===== config.mk =====
export PLATFORM = sky130hd
export DESIGN_NAME = alu_ctrl_mdu_flat
export DESIGN_NICKNAME = d
export VERILOG_FILES = /design/src/rtl/alu_pkg.sv /design/src/rtl/alu_ctrl_mdu_if.sv /design/src/rtl/mdu_iter.sv /design/src/rtl/alu_ctrl_mdu.sv /design/src/flat_wrapper.sv
export SDC_FILE = /design/constraint.sdc
export NUM_CORES = 1
export LEC_CHECK = 0
export ABC_AREA = 1
export CAP_MARGIN = 10
export CORE_UTILIZATION = 53
export CTS_CLUSTER_SIZE = 28
export DETAILED_ROUTE_END_ITERATION = 6
export PLACE_DENSITY_LB_ADDON = 0.05
export SLEW_MARGIN = 20
export SYNTH_ARGS = -nofsm -noshare
export SYNTH_HDL_FRONTEND = slang
export SYNTH_SLANG_ARGS = --single-unit

===== constraint.sdc =====
create_clock -name clk -period 2.8 [get_ports clk]
set_clock_uncertainty 0.05 [all_clocks]
set_input_delay 0.28 -clock clk [delete_from_list [all_inputs] [get_ports clk]]
set_output_delay 0.28 -clock clk [all_outputs]
set_load 0.05 [all_outputs]

===== src/rtl/alu_pkg.sv =====
// Shared ALU control / MDU encodings for alu_ctrl_mdu.
// Optional divider gated by ALU_CTRL_MDU_DIV_EN.
package alu_pkg;

    localparam logic [3:0] ALU_AND  = 4'b0000;
    localparam logic [3:0] ALU_OR   = 4'b0001;
    localparam logic [3:0] ALU_ADD  = 4'b0010;
    localparam logic [3:0] ALU_XOR  = 4'b0011;
    localparam logic [3:0] ALU_SLL  = 4'b0100;
    localparam logic [3:0] ALU_SRL  = 4'b0101;
    localparam logic [3:0] ALU_SUB  = 4'b0110;
    localparam logic [3:0] ALU_SLT  = 4'b0111;
    localparam logic [3:0] ALU_SRA  = 4'b1000;
    localparam logic [3:0] ALU_SLTU = 4'b1001;
    localparam logic [3:0] ALU_BAD  = 4'b1111;

    localparam logic [1:0] OP_ADD = 2'b00;
    localparam logic [1:0] OP_SUB = 2'b01;
    localparam logic [1:0] OP_R   = 2'b10;
    localparam logic [1:0] OP_I   = 2'b11;

    localparam logic [6:0] F7_BASE = 7'b0000000;
    localparam logic [6:0] F7_ALT  = 7'b0100000;
    localparam logic [6:0] F7_MDU  = 7'b0000001;

    localparam logic [2:0] F3_MUL    = 3'b000;
    localparam logic [2:0] F3_MULH   = 3'b001;
    localparam logic [2:0] F3_MULHSU = 3'b010;
    localparam logic [2:0] F3_MULHU  = 3'b011;
    localparam logic [2:0] F3_DIV    = 3'b100;
    localparam logic [2:0] F3_DIVU   = 3'b101;
    localparam logic [2:0] F3_REM    = 3'b110;
    localparam logic [2:0] F3_REMU   = 3'b111;

    typedef enum logic [1:0] {
        S_IDLE,
        S_RUN,
        S_DONE
    } mdu_state_e;

    // alt only turns ADD into SUB for register-register ops
    function automatic logic [3:0] alu_code(
        input logic [2:0] f3,
        input logic       alt,
        input logic       rtype
    );
        logic [3:0] c;
        c = ALU_BAD;
        case (f3)
            3'b000: c = (rtype & alt) ? ALU_SUB : ALU_ADD;
            3'b001: c = ALU_SLL;
            3'b010: c = ALU_SLT;
            3'b011: c = ALU_SLTU;
            3'b100: c = ALU_XOR;
            3'b101: c = alt ? ALU_SRA : ALU_SRL;
            3'b110: c = ALU_OR;
            3'b111: c = ALU_AND;
            default: c = ALU_BAD;
        endcase
        return c;
    endfunction

endpackage


===== src/rtl/alu_ctrl_mdu_if.sv =====
// Decode/MDU bundle between control, register file and the ALU.
// Divide ops present only with ALU_CTRL_MDU_DIV_EN.
interface alu_ctrl_mdu_if #(parameter int XLEN = 32);

    logic [1:0]      ALUOp;
    logic [2:0]      funct3;
    logic [6:0]      funct7;
    logic            valid;
    logic            flush;
    logic [XLEN-1:0] rs1_val;
    logic [XLEN-1:0] rs2_val;
    logic [3:0]      alu_ctrl;
    logic            is_mdu;
    logic            stall;
    logic            mdu_done;
    logic [XLEN-1:0] mdu_result;

    modport master (
        output ALUOp, funct3, funct7, valid, flush, rs1_val, rs2_val,
        input  alu_ctrl, is_mdu, stall, mdu_done, mdu_result
    );

    modport slave (
        input  ALUOp, funct3, funct7, valid, flush, rs1_val, rs2_val,
        output alu_ctrl, is_mdu, stall, mdu_done, mdu_result
    );

endinterface


===== src/rtl/mdu_iter.sv =====
// Iterative shift-add multiplier / restoring divider, one bit per cycle.
// Divider datapath built only with ALU_CTRL_MDU_DIV_EN.
module mdu_iter
    import alu_pkg::*;
#(
    parameter int XLEN = 32
) (
    input  logic            i_clk,
    input  logic            i_rst,
    input  logic            i_start,
    input  logic            i_flush,
    input  logic [2:0]      i_funct3,
    input  logic [XLEN-1:0] i_a,
    input  logic [XLEN-1:0] i_b,
    output logic            o_idle,
    output logic            o_run,
    output logic            o_done,
    output logic [XLEN-1:0] o_result
);

    localparam logic [6:0] LAST = 7'(XLEN - 1);

    mdu_state_e      r_state;
    logic [6:0]      r_cnt;
    logic [2:0]      r_op;
    logic            r_neg_q;
    logic [XLEN-1:0] r_a;
    logic [XLEN-1:0] r_hi;
    logic [XLEN-1:0] r_lo;
    logic [XLEN-1:0] r_result;
    logic            r_done;

    logic              w_sa;
    logic              w_sb;
    logic [XLEN-1:0]   w_mag_a;
    logic [XLEN-1:0]   w_mag_b;
    logic [XLEN:0]     w_sum;
    logic [XLEN-1:0]   w_hi_nx;
    logic [XLEN-1:0]   w_lo_nx;
    logic [2*XLEN-1:0] w_prod;
    logic [XLEN-1:0]   w_fix;

`ifdef ALU_CTRL_MDU_DIV_EN
    logic            r_neg_r;
    logic [XLEN:0]   w_shl;
    logic [XLEN+1:0] w_sub;
    logic            w_div0;
    logic            w_ovf;

    assign w_div0 = i_funct3[2] & (i_b == '0);
    assign w_ovf  = i_funct3[2] & ~i_funct3[0]
                  & (i_a == {1'b1, {(XLEN-1){1'b0}}})
                  & (i_b == '1);
`endif

    assign w_sa = i_a[XLEN-1] & ((i_funct3 == F3_MULH)
                              | (i_funct3 == F3_MULHSU)
                              | (i_funct3 == F3_DIV)
                              | (i_funct3 == F3_REM));
    assign w_sb = i_b[XLEN-1] & ((i_funct3 == F3_MULH)
                              | (i_funct3 == F3_DIV)
                              | (i_funct3 == F3_REM));
    assign w_mag_a = w_sa ? -i_a : i_a;
    assign w_mag_b = w_sb ? -i_b : i_b;

    always_comb begin
        w_sum   = {1'b0, r_hi} + (r_lo[0] ? {1'b0, r_a} : '0);
        w_hi_nx = w_sum[XLEN:1];
        w_lo_nx = {w_sum[0], r_lo[XLEN-1:1]};
`ifdef ALU_CTRL_MDU_DIV_EN
        w_shl = {r_hi, r_lo[XLEN-1]};
        w_sub = {1'b0, w_shl} - {2'b00, r_a};
        if (r_op[2]) begin
            w_hi_nx = w_sub[XLEN+1] ? w_shl[XLEN-1:0] : w_sub[XLEN-1:0];
            w_lo_nx = {r_lo[XLEN-2:0], ~w_sub[XLEN+1]};
        end
`endif
    end

    always_comb begin
        w_prod = {w_hi_nx, w_lo_nx};
        if (r_neg_q)
            w_prod = -w_prod;
        w_fix = '0;
        case (r_op)
            F3_MUL:                       w_fix = w_prod[XLEN-1:0];
            F3_MULH, F3_MULHSU, F3_MULHU: w_fix = w_prod[2*XLEN-1:XLEN];
`ifdef ALU_CTRL_MDU_DIV_EN
            F3_DIV, F3_DIVU: w_fix = r_neg_q ? -w_lo_nx : w_lo_nx;
            default:         w_fix = r_neg_r ? -w_hi_nx : w_hi_nx;
`else
            default:         w_fix = '0;
`endif
        endcase
    end

    always_ff @(posedge i_clk) begin
        if (i_rst) begin
            r_state  <= S_IDLE;
            r_cnt    <= '0;
            r_op     <= '0;
            r_neg_q  <= 1'b0;
            r_a      <= '0;
            r_hi     <= '0;
            r_lo     <= '0;
            r_result <= '0;
            r_done   <= 1'b0;
`ifdef ALU_CTRL_MDU_DIV_EN
            r_neg_r  <= 1'b0;
`endif
        end else begin
            r_done <= 1'b0;
            unique case (r_state)
                S_IDLE: if (i_start) begin
                    r_op    <= i_funct3;
                    r_cnt   <= '0;
                    r_neg_q <= w_sa ^ w_sb;
                    r_a     <= w_mag_a;
                    r_lo    <= w_mag_b;
                    r_hi    <= '0;
                    r_state <= S_RUN;
`ifdef ALU_CTRL_MDU_DIV_EN
                    r_neg_r <= w_sa;
                    if (i_funct3[2]) begin
                        r_a  <= w_mag_b;
                        r_lo <= w_mag_a;
                    end
                    // corner cases skip the iteration entirely
                    if (w_div0) begin
                        r_result <= i_funct3[1] ? i_a : '1;
                        r_done   <= 1'b1;
                        r_state  <= S_DONE;
                    end else if (w_ovf) begin
                        r_result <= i_funct3[1] ? '0 : i_a;
                        r_done   <= 1'b1;
                        r_state  <= S_DONE;
                    end
`endif
                end
                S_RUN: begin
                    if (i_flush) begin
                        r_state <= S_IDLE;
                    end else begin
                        r_hi  <= w_hi_nx;
                        r_lo  <= w_lo_nx;
                        r_cnt <= r_cnt + 7'd1;
                        if (r_cnt == LAST) begin
                            r_result <= w_fix;
                            r_done   <= 1'b1;
                            r_state  <= S_DONE;
                        end
                    end
                end
                S_DONE:  r_state <= S_IDLE;
                default: r_state <= S_IDLE;
            endcase
        end
    end

    assign o_idle   = (r_state == S_IDLE);
    assign o_run    = (r_state == S_RUN);
    assign o_done   = r_done & ~i_flush;
    assign o_result = r_result;

endmodule


===== src/rtl/alu_ctrl_mdu.sv =====
// ALU control decoder with iterative M-extension unit and pipeline stall.
// Define ALU_CTRL_MDU_DIV_EN to include DIV/DIVU/REM/REMU.
module alu_ctrl_mdu
    import alu_pkg::*;
#(
    parameter int XLEN = 32
) (
    input logic           clk,
    input logic           rst,
    alu_ctrl_mdu_if.slave bus
);

    logic [3:0] w_ctrl;
    logic       w_mdu;
    logic       w_idle;
    logic       w_run;

    always_comb begin
        w_ctrl = ALU_BAD;
        w_mdu  = 1'b0;
        unique case (bus.ALUOp)
            OP_ADD: w_ctrl = ALU_ADD;
            OP_SUB: w_ctrl = ALU_SUB;
            OP_R: begin
                if (bus.funct7 == F7_MDU) begin
`ifdef ALU_CTRL_MDU_DIV_EN
                    w_mdu = 1'b1;
`else
                    w_mdu = ~bus.funct3[2];
`endif
                end else if ((bus.funct7 == F7_BASE) ||
                             (bus.funct7 == F7_ALT)) begin
                    w_ctrl = alu_code(bus.funct3, bus.funct7[5], 1'b1);
                end
            end
            OP_I: w_ctrl = alu_code(bus.funct3, bus.funct7[5], 1'b0);
        endcase
    end

    mdu_iter #(.XLEN(XLEN)) u_mdu (
        .i_clk    (clk),
        .i_rst    (rst),
        .i_start  (bus.valid & w_mdu),
        .i_flush  (bus.flush),
        .i_funct3 (bus.funct3),
        .i_a      (bus.rs1_val),
        .i_b      (bus.rs2_val),
        .o_idle   (w_idle),
        .o_run    (w_run),
        .o_done   (bus.mdu_done),
        .o_result (bus.mdu_result)
    );

    assign bus.alu_ctrl = w_ctrl;
    assign bus.is_mdu   = w_mdu;
    assign bus.stall    = (w_idle & bus.valid & w_mdu) | w_run;

endmodule


===== src/flat_wrapper.sv =====
// flat-port wrapper written by rule: the top's interface ports become plain ports
module alu_ctrl_mdu_flat import alu_pkg::*;
#(
    parameter int XLEN = 32
)
  (clk, rst, bus_ALUOp, bus_funct3, bus_funct7, bus_valid, bus_flush, bus_rs1_val, bus_rs2_val, bus_alu_ctrl, bus_is_mdu, bus_stall, bus_mdu_done, bus_mdu_result);
  alu_ctrl_mdu_if #(.XLEN(XLEN)) bus_i ();
  input logic clk;
  input logic rst;
  input wire logic [$bits(bus_i.ALUOp)-1:0] bus_ALUOp;
  input wire logic [$bits(bus_i.funct3)-1:0] bus_funct3;
  input wire logic [$bits(bus_i.funct7)-1:0] bus_funct7;
  input wire logic [$bits(bus_i.valid)-1:0] bus_valid;
  input wire logic [$bits(bus_i.flush)-1:0] bus_flush;
  input wire logic [$bits(bus_i.rs1_val)-1:0] bus_rs1_val;
  input wire logic [$bits(bus_i.rs2_val)-1:0] bus_rs2_val;
  output wire logic [$bits(bus_i.alu_ctrl)-1:0] bus_alu_ctrl;
  output wire logic [$bits(bus_i.is_mdu)-1:0] bus_is_mdu;
  output wire logic [$bits(bus_i.stall)-1:0] bus_stall;
  output wire logic [$bits(bus_i.mdu_done)-1:0] bus_mdu_done;
  output wire logic [$bits(bus_i.mdu_result)-1:0] bus_mdu_result;
  assign bus_i.ALUOp = bus_ALUOp;
  assign bus_i.funct3 = bus_funct3;
  assign bus_i.funct7 = bus_funct7;
  assign bus_i.valid = bus_valid;
  assign bus_i.flush = bus_flush;
  assign bus_i.rs1_val = bus_rs1_val;
  assign bus_i.rs2_val = bus_rs2_val;
  assign bus_alu_ctrl = bus_i.alu_ctrl;
  assign bus_is_mdu = bus_i.is_mdu;
  assign bus_stall = bus_i.stall;
  assign bus_mdu_done = bus_i.mdu_done;
  assign bus_mdu_result = bus_i.mdu_result;
  alu_ctrl_mdu #(.XLEN(XLEN)) u_core (.clk(clk), .rst(rst), .bus(bus_i));
endmodule

==> results.py <==
metrics = {
    "clock_network": {
        "cts_tree": "done",
        "cts_buffer_depth": 2,
        "htreeDepth": 4,
        "cts_buffers": 17,
        "root_buffer": "clkbuf_16",
        "ctsHoldBuffers": 0,
        "clk_pin_slew_ns": 0.07,
        "clkSinkCount": 142,
        "insertion_delay_ns": 0.44,
    },
    "sta": {
        "relSlewSlack_pct": 41.7,
        "fin_ws_ns": -0.218,
        "fmax_mhz": 331,
        "worstMarginPinSlew_ns": 0.875,
        "min_period_ns": 3.02,
        "finalHoldViolCount": 0,
        "grt_setup_unrepaired": "true",
        "fin_tns_setup_ns": -3.36,
        "setup_viol": 25,
        "period_share_pct": 108,
        "drv_slew": 0,
    },
    "worst_setup_path": {
        "end_kind": "flip-flop",
        "worstPathArrival_ns": 3.25,
        "r2r_end": "u_core.u_mdu.o_result[19]$_SDFFE_PP0P_",
        "crit_required_ns": 3.03,
        "r2r_setup_slack_ns": -0.22,
        "ff2ff_path_depth": 23,
        "worstPathMaxFanout": 4,
        "r2r_start": "u_core.u_mdu.r_lo[0]$_SDFFE_PP0P_",
        "startpoint_type": "flip-flop",
        "path_class": "reg2reg",
    },
    "worst_hold_path": {
        "min_path_type": "in2reg",
        "holdCritStartpoint": "rst",
        "hold_path_depth": 5,
        "holdPathEnd": "u_core.u_mdu.r_lo[25]$_SDFFE_PP0P_",
    },
    "outcome": {
        "status": "finished, violations left",
        "violations": "negative setup slack",
    },
    "final_layout": {
        "layout_common_cells": "nand2_1 (574), inv_1 (256), buf_4 (196)",
        "fin_nets": 2478,
        "layout_commonest_cell": "nand2_1",
        "area_growth_pct": 36.8,
        "drive_above_1_share_pct": 23.4,
        "num-fill-cells": 1929,
        "postLayoutCoreUtil_pct": 73.6,
    },
    "grt": {
        "grt.overflow.total": 0,
        "grt_pass1_vias": 13542,
        "grt_max_degree": 70,
        "grt_util_all_layers_pct": 36.1,
        "antenna_found_initial": 1,
        "grt_pass1_wl_mm": 67.7,
    },
    "synthesis": {
        "synth_area_sq_um": 12100,
        "syn-num-nets": 2209,
        "synth_ff_type": "dfxtp_1",
        "synth-async-reset-ratio_pct": 0,
        "synth_edf_count": 0,
        "yosysUniqueCellTypes": 59,
        "synth_seq_area_share_pct": 23.4,
        "synth_cells": 2092,
        "syn_avg_cell_area_sq_um": 5.80,
        "yosys_warnings": 0,
        "synth-seq-cells": 142,
    },
    "flow_run": {
        "max_cap_violations": 0,
    },
    "power": {
        "p_leak_nw": 8.27,
        "power.density_nw_per_um2": 298,
        "vdd_ir_drop_max_uv": 323,
    },
    "routing": {
        "drcViolationCount": 0,
        "routed_via_density": 5.59,
        "vias": 14873,
        "dr.pass1.iters": 6,
        "wl_per_cell_microns": 16.3,
        "drtIter0Drc": 1451,
        "ant_nets": 0,
        "drt_wl_total_mm": 43.2,
    },
    "floorplanning": {
        "rows": 55,
        "core_area_sq_um": 22600,
        "num_io_pins": 119,
        "initial_core_util_pct": 53.8,
        "chipWidth_microns": 153,
        "fp.dieH_microns": 153,
        "dieArea_sq_um": 23500,
    },
    "placed_design": {
        "place_congestion": 0.979,
        "port_buffers": 118,
        "hpwl_mm": 32.3,
    },
}
==> critical path: stages, from the launching register on <==
cell and delay (ns):
dfxtp_4 0.37, buf_6 0.12, nand2_2 0.06, inv_2 0.04, ha_4 0.15, fa_2 0.41, nand2_2 0.10, nand3_2 0.06
nand3_2 0.12, nand2_4 0.09, nand2_4 0.08, nand2_4 0.07, nor2_4 0.10, nand2_2 0.07, nor2_4 0.17, nand2_2 0.10
nor2_4 0.13, nand2_2 0.08, nand2_4 0.09, a21oi_1 0.09, o21ai_2 0.08, nand2_1 0.10, nand2_1 0.08, a21oi_1 0.06
==> registers in the layout (all words and copies together), names as in the netlist <==
signal	flops
u_core.u_mdu.r_op	3
u_core.u_mdu.r_a	32
u_core.u_mdu.r_state	2
u_core.u_mdu.r_done	1
u_core.u_mdu.r_neg_q	1
u_core.u_mdu.o_result	32
u_core.u_mdu.r_lo	32
u_core.u_mdu.r_hi	32
u_core.u_mdu.r_cnt	7
==> where the power goes <==
part / internal, W / switching [W]
Sequential: 0.00202 / 0.000000995
Clock: 0.00134 / 0.00108
Combinational: 0.000226 / 0.000287
==> synth_stat cells (8+ instances only) <==
library cell	instances	area [sq um]
ha_1	36	450
dfxtp_1	142	2840
o21ai_0	138	691
nand2_2	49	307
nand3_1	114	571
inv_2	13	48.8
xor2_1	22	193
a32o_1	8	80.1
nor3_1	35	175
nand3_2	12	120
nand2_1	649	2440
inv_1	272	1020
nor4_1	10	62.6
a21oi_1	187	936
o31ai_1	8	60.1
nor2_1	174	653
nor2_2	22	138
nor3_2	10	100
clkbuf_1	52	195
nand3b_1	9	67.6
nor2_4	8	90.1
nand4_1	25	156
o22ai_1	10	62.6
==> logic make-up (layout without fill, tap and decap cells) <==
logic type / after synthesis / after routing / share of synthesized area [%]
other cells: 0 / 1 / 0
simple gates: 1140 / 1140 / 41.9
flops: 142 / 142 / 23.4
mux: 1 / 1 / 0.0825
buf+inv: 354 / 636 / 11.1
compound gates: 390 / 390 / 17.5
xor+xnor: 28 / 28 / 2.02
fa+ha+maj: 37 / 37 / 3.88
==> routing by layer <==
layer	vias to the layer above	wire length (microns)	share of wire (%)	track usage, %
li1	7310	-	-	-
met1	6770	18600	43	48.4
met2	668	19200	44	58.8
met3	125	3830	8.9	5.19
met4	0	1640	3.8	12.7
met5	-	0	0	0
==> worst max path at each step <==
stage / from / endpoint / slack, ns / cells past startpoint
2_1_floorplan: u_core.u_mdu.r_lo[0]$_SDFFE_PP0P_ / u_core.u_mdu.o_result[31]$_SDFFE_PP0P_ / 0.001 / 25
3_3_place_gp: u_core.u_mdu.r_lo[0]$_SDFFE_PP0P_ / u_core.u_mdu.o_result[26]$_SDFFE_PP0P_ / -0.37 / 21
3_5_place_dp: u_core.u_mdu.r_lo[0]$_SDFFE_PP0P_ / u_core.u_mdu.o_result[31]$_SDFFE_PP0P_ / -0.36 / 21
4_1_cts: u_core.u_mdu.r_lo[0]$_SDFFE_PP0P_ / u_core.u_mdu.o_result[24]$_SDFFE_PP0P_ / -0.14 / 24
5_1_grt: u_core.u_mdu.r_lo[0]$_SDFFE_PP0P_ / u_core.u_mdu.o_result[28]$_SDFFE_PP0P_ / -0.39 / 25
6_report: u_core.u_mdu.r_lo[0]$_SDFFE_PP0P_ / u_core.u_mdu.o_result[19]$_SDFFE_PP0P_ / -0.22 / 23
==> stage by stage <==
step / worst slack (ns) / hold slack, ns / total power, W / cells / instance area [sq um]
after floorplan: 0.00139 / 0.371 / 0.00232 / 2092 / 12200
after global placement: -0.373 / 0.386 / 0.00256 / 2599 / 14700
after detailed placement: -0.357 / 0.396 / 0.00256 / 2599 / 14700
after CTS: -0.144 / 0.332 / 0.00495 / 2647 / 15900
after global routing: -0.395 / 0.384 / 0.00510 / 2659 / 16600
final: -0.218 / 0.348 / 0.00495 / 2660 / 16600
==> cell type report <==
class | instances | area, sq um | area share [%]
Inverter | 287 | 1080 | 6.49
Tap cell | 285 | 357 | 2.15
Sequential cell | 142 | 2850 | 17.2
Timing Repair Buffer | 317 | 2730 | 16.4
Clock buffer | 17 | 425 | 2.56
Antenna cell | 1 | 2.50 | 0.0151
Multi-Input combinational cell | 1596 | 8990 | 54.1
Clock inverter | 15 | 174 | 1.05
==> repair_timing <==
action,4_1_cts,5_1_grt
buffers inserted,17,11
endpoints found under the setup margin,29,33
gates cloned,0,1
pin swaps,31,48
gates resized for setup,103,147
No activity file was read; power rests on OpenSTA's default activity.
